`src/rtl/uart_tx_framed_if.sv`:
```
// uart_tx_framed_if: valid/ready byte-stream handshake between producer and UART transmitter
interface uart_tx_framed_if #(parameter int DATA_BITS = 8);
    logic [DATA_BITS-1:0] data_in;
    logic data_in_valid;
    logic data_in_ready;
    modport master (output data_in, output data_in_valid, input data_in_ready);
    modport slave (input data_in, input data_in_valid, output data_in_ready);
endinterface

```
`src/rtl/uart_tx_framed.sv`:
```
// uart_tx_framed: UART transmitter with one-entry holding register, optional parity and 1/2 stop bits
module uart_tx_framed #(
    parameter int CLOCK_FREQ = 125_000_000,
    parameter int BAUD_RATE = 115_200,
    parameter int DATA_BITS = 8,
    parameter int PARITY_EN = 0,
    parameter int PARITY_ODD = 0,
    parameter int STOP_BITS = 1
) (
    input logic clk,
    input logic reset,
    uart_tx_framed_if.slave bus,
    output logic serial_out,
    output logic tx_busy
);
    localparam int SYMBOL_EDGE_TIME = CLOCK_FREQ / BAUD_RATE;
    localparam int CW = $clog2(SYMBOL_EDGE_TIME + 1);
    typedef enum logic [2:0] {IDLE, START, DATA, PARITY, STOP} state_t;
    state_t state, state_n;
    logic [CW-1:0] clk_cnt, clk_cnt_n;
    logic [3:0] bit_cnt, bit_cnt_n;
    logic [DATA_BITS-1:0] hold, shift, shift_n;
    logic hold_valid, hold_valid_n, par, par_n, serial_n, load, bit_end, accept;

    assign bus.data_in_ready = ~hold_valid;
    assign tx_busy = state != IDLE;
    assign bit_end = clk_cnt == CW'(SYMBOL_EDGE_TIME - 1);
    assign accept = bus.data_in_valid && !hold_valid;

    always_comb begin
        state_n = state;
        bit_cnt_n = bit_cnt;
        shift_n = shift;
        load = 1'b0;
        case (state)
            IDLE: load = hold_valid;
            START: if (bit_end) state_n = DATA;
            DATA: if (bit_end) begin
                shift_n = shift >> 1;
                bit_cnt_n = bit_cnt + 4'd1;
                if (bit_cnt == 4'(DATA_BITS - 1)) begin
                    state_n = PARITY_EN != 0 ? PARITY : STOP;
                    bit_cnt_n = '0;
                end
            end
            PARITY: if (bit_end) state_n = STOP;
            STOP: if (bit_end) begin
                bit_cnt_n = bit_cnt + 4'd1;
                if (bit_cnt == 4'(STOP_BITS - 1)) begin
                    state_n = IDLE;
                    load = hold_valid;
                end
            end
            default: state_n = IDLE;
        endcase
        // a pending byte starts its frame on the same edge the previous one ends
        if (load) begin
            state_n = START;
            shift_n = hold;
            bit_cnt_n = '0;
        end
        clk_cnt_n = (state == IDLE || bit_end) ? '0 : clk_cnt + CW'(1);
        par_n = load ? (^hold) ^ (PARITY_ODD != 0) : par;
        hold_valid_n = accept || (hold_valid && !load);
        serial_n = state_n == START ? 1'b0 : state_n == DATA ? shift_n[0] : state_n == PARITY ? par : 1'b1;
    end

    always_ff @(posedge clk or posedge reset) begin
        if (reset) begin
            state <= IDLE;
            clk_cnt <= '0;
            bit_cnt <= '0;
            shift <= '0;
            hold <= '0;
            hold_valid <= 1'b0;
            par <= 1'b0;
            serial_out <= 1'b1;
        end else begin
            state <= state_n;
            clk_cnt <= clk_cnt_n;
            bit_cnt <= bit_cnt_n;
            shift <= shift_n;
            hold_valid <= hold_valid_n;
            par <= par_n;
            serial_out <= serial_n;
            if (accept) hold <= bus.data_in;
        end
    end
endmodule

```
`src/flat_wrapper.sv`:
```
// flat-port wrapper written by rule: the top's interface ports become plain ports
module uart_tx_framed_flat 
#(
    parameter int CLOCK_FREQ = 125_000_000,
    parameter int BAUD_RATE = 115_200,
    parameter int DATA_BITS = 8,
    parameter int PARITY_EN = 0,
    parameter int PARITY_ODD = 0,
    parameter int STOP_BITS = 1
)
  (clk, reset, serial_out, tx_busy, bus_data_in, bus_data_in_valid, bus_data_in_ready);
  uart_tx_framed_if #(.DATA_BITS(DATA_BITS)) bus_i ();
  input logic clk;
  input logic reset;
  output logic serial_out;
  output logic tx_busy;
  input wire logic [$bits(bus_i.data_in)-1:0] bus_data_in;
  input wire logic [$bits(bus_i.data_in_valid)-1:0] bus_data_in_valid;
  output wire logic [$bits(bus_i.data_in_ready)-1:0] bus_data_in_ready;
  assign bus_i.data_in = bus_data_in;
  assign bus_i.data_in_valid = bus_data_in_valid;
  assign bus_data_in_ready = bus_i.data_in_ready;
  uart_tx_framed #(.CLOCK_FREQ(CLOCK_FREQ), .BAUD_RATE(BAUD_RATE), .DATA_BITS(DATA_BITS), .PARITY_EN(PARITY_EN), .PARITY_ODD(PARITY_ODD), .STOP_BITS(STOP_BITS)) u_core (.clk(clk), .reset(reset), .bus(bus_i), .serial_out(serial_out), .tx_busy(tx_busy));
endmodule
```
`config.mk`:
```
export PLATFORM = sky130hd
export DESIGN_NAME = uart_tx_framed_flat
export DESIGN_NICKNAME = d
export VERILOG_FILES = /design/src/rtl/uart_tx_framed_if.sv /design/src/rtl/uart_tx_framed.sv /design/src/flat_wrapper.sv
export SDC_FILE = /design/constraint.sdc
export NUM_CORES = 1
export LEC_CHECK = 0
export ABC_CLOCK_PERIOD_IN_PS = 3900
export CAP_MARGIN = 20
export CORE_MARGIN = 1.5
export CORE_UTILIZATION = 25
export DETAILED_ROUTE_END_ITERATION = 16
export GPL_TIMING_DRIVEN = 0
export MAX_ROUTING_LAYER = met4
export PLACE_DENSITY = 0.44
export SLEW_MARGIN = 10
export SYNTH_ARGS = -nofsm -noshare
export SYNTH_HDL_FRONTEND = slang
export SYNTH_SLANG_ARGS = --single-unit
```
`constraint.sdc`:
```
create_clock -name clk -period 3.9 [get_ports clk]
set_input_delay 0.78 -clock clk [delete_from_list [all_inputs] [get_ports clk]]
set_output_delay 0.78 -clock clk [all_outputs]
set_load 0.005 [all_outputs]
```
==> results by group <==
Critical path
  • Worst path slowest cell: clkdlybuf4s50_1
  • WP buf/inv: 2
  • CP Capture Type: primary output
  • CP Max Fanout: 10
  • Crit Path Class: flop to primary output
  • Worst EP required: 3120 ps
  • Crit path DAT: 1700 ps
  • Critical path startpoint: u_core.state[2]
  • Critical path depth: 3
  • Worst-path cell chain: buf_2 > or3_1 > clkdlybuf4s50_1
  • CP Launch Type: flop
  • Worst r2r path cells: 7
  • Worst path top cell family by delay: buffers and inverters
  • FF-to-FF Start: u_core.clk_cnt[0]
  • Crit path largest cell delay: 460 ps

Job
  • Maxcap violations: 0

Timing
  • Period minus WS final: 2480 ps
  • RSZ-0062 raised after global routing: no
  • Hold slack final: 489 ps
  • FMAX: 403 MHz
  • Fin crit share: 63.6%
  • Worst slew pin tran: between 400 and 500 ps
  • Final Setup Violations: 0
  • Final Hold Fails: 0
  • Setup TNS: 0 ps
  • Number of max-slew violations in the final report: 0
  • Clock skew: 5.22 ps
  • Slew HR: 71.6%

Finish
  • Number of diodes: 0
  • Final #Nets: roughly 210
  • Final std cells w/o fill: about 290
  • Layout cells sized above 1: 14.5%
  • Fill cells: 735
  • P&R area growth vs syn: 22.5%
  • Commonest non-fill, non-tap cell in the layout: dfrtp_1
  • Finished Cell Area: 0.00224 mm2
  • Commonest non-fill, non-tap cells in the layout: 36 x dfrtp_1, 18 x nor2_1, 13 x clkdlybuf4s50_1

Routing
  • DRC viols: 0
  • Drt total wl: 3440 um
  • DRT iter0 DRCs: 22
  • Drt wl/cell: 11.8 um
  • ANT nets after route: 0
  • Drt pass-1 iters: 7
  • Routed via count: 1,264
  • Vias per inst: 4.33

Placed design
  • Final HPWL DP: 2480 um
  • RePlAce Congestion: between 0.6 and 0.7
  • Post-Place Cells: 284
  • # port buffers: 13
  • Placed Instance Area: between 0.002 and 0.0025 mm2

Power
  • Peak VDD IR: 0.000227 V
  • Combinational share of power: around a quarter
  • Clock Power Share: between 20% and 30%
  • Pwr Total: about 0.0014 W
  • Pint: 0.000978 W
  • Sequential power share: 43.7%
  • Power Dens Cells: just over 600 mW/mm2
  • Leakage power: about 0.95 nW
  • Sw Share: 29.4%
  • Sw Pwr: a little over 0.0004 W

Floorplanning
  • Rows: 31
  • Starting density of the core: between 20 and 30%
  • I/O pin count: 14
  • DIE WIDTH: 88.5 um
  • Die H: ~89 um
  • Die Area: 0.00784 mm2
  • Placeable Area: a little over 0.007 mm2

Global routing
  • Vias in the first global route: 1,231
  • GRT Util Overall: 10.2%
  • Initial antenna violation count: 0
  • GR Overflow Total: 0
  • Largest net degree at the start of global routing: 28
  • First-pass GRT wire length: approximately 5900 um

Yosys
  • Mapped Nets: roughly 190
  • Sequential area share after synthesis: 50.7%
  • Post-synth cell types: 38
  • Syn. warnings: 0
  • Flops & latches, synth: 37
  • Synthesized instance count: 171
  • Top cells by area, synth: dfrtp_1 49%, mux2_2 4.3%, xnor2_1 4.3%
  • Syn Area/Cell: between 10 and 15 um2
  • Mapped cell area: 0.00183 mm2
  • Synth top area share: 49.2%
  • Cell taking the most area after synthesis: dfrtp_1

Run status
  • Status: complete, no violations

Clock network
  • Reg clk slew, reported paths: approximately 80 ps
  • TritonCTS Buffers: 5
  • Max Root-Sink Buffers: 2
  • CTS resizes: 0
  • CTS tree: yes
  • Clock latency on the worst-skew pair: 290 ps
  • Setup bufs post-CTS: 0
  • Clock sink count: 37
  • # H-tree levels: 2
  • Clock root cell: clkbuf_8
  • CTS Hold Bufs: 0

Min path
  • Hold Crit Class: flop to flop
  • WHS Path Cells: 1
  • HP Start: u_core.shift[6]
## cell families (layout without fill, tap and decap cells)
family	after synthesis	count (layout)	synth area share [%]
simple gates	64	64	19.6
flops	37	37	50.7
compound gates	29	29	11.3
xor+xnor	15	15	7.18
buf+inv	13	35	3.08
mux	9	9	5.40
fa+ha+maj	4	4	2.74
## registers in the layout, summed over array words and instances, names as in the netlist
signal / flops
u_core.shift: 8
u_core.hold_valid: 1
u_core.bit_cnt: 4
u_core.state: 3
u_core.hold: 8
u_core.clk_cnt: 11
u_core.serial_out: 1
u_core.par: 1
## routing by layer
layer | global-route usage [%] | routed length, um | share of wire, %
met3 | 2.52 | 105 | 3.1
met4 | 4.26 | 55 | 1.6
met1 | 12.8 | 1720 | 50
met2 | 15.8 | 1560 | 45
met5 | - | 0 | 0
## final cells by class
class                      instances  area [um2]  share of cell area (%)
inverter                           8        30.0                    1.34
buffer                             5        26.3                    1.17
multi-input combinational        121         846                    37.7
sequential                        37         927                    41.4
tap                               99         124                    5.53
timing repair buffer              14         150                    6.70
clock inverter                     3        68.8                    3.07
clock buffer                       5        68.8                    3.07
## per-stage QoR
stage	worst slack, ps	util [%]
after floorplan	2060	-
after global placement	1320	29.0
after detailed placement	1630	29.3
after CTS	1390	31.2
after global routing	1350	31.2
final	1420	31.2
## Yosys cell counts, drive strengths merged
cell type / count
a21boi: 3
a21o: 1
a21oi: 9
a221o: 5
a22o: 1
a22oi: 1
and2: 5
and3: 2
and3b: 1
and4: 2
and4bb: 1
buf: 4
clkbuf: 1
dfrtp: 36
dfstp: 1
ha: 4
inv: 8
mux2: 7
mux2i: 2
nand2: 9
nand2b: 5
nand3: 7
nand4: 4
nor2: 18
nor2b: 2
nor3b: 3
o2111ai: 1
o21ai: 6
o22a: 1
o32a: 1
or3: 4
or4: 1
xnor2: 9
xor2: 6
## power by group through the flow
stage / clock network [W] / logic [W] / registers, W
after global placement: 0 / 0.000373 / 0.000615
after global routing: 0.000436 / 0.000418 / 0.000623
final: 0.000411 / 0.000370 / 0.000605
after floorplan: 0 / 0.000305 / 0.000585
after detailed placement: 0 / 0.000378 / 0.000614
after CTS: 0.000424 / 0.000381 / 0.000607
## final timing paths
check,end,slack (ps)
worst max-delay path,tx_busy,1420
worst min-delay path,u_core.shift[6],490
worst max register to register,u_core.shift[3],1730
worst min register to register,u_core.shift[6],490
max in group asynchronous,u_core.serial_out,2670
min in group asynchronous,u_core.bit_cnt[0],730
(Power assumes the default switching activity.)
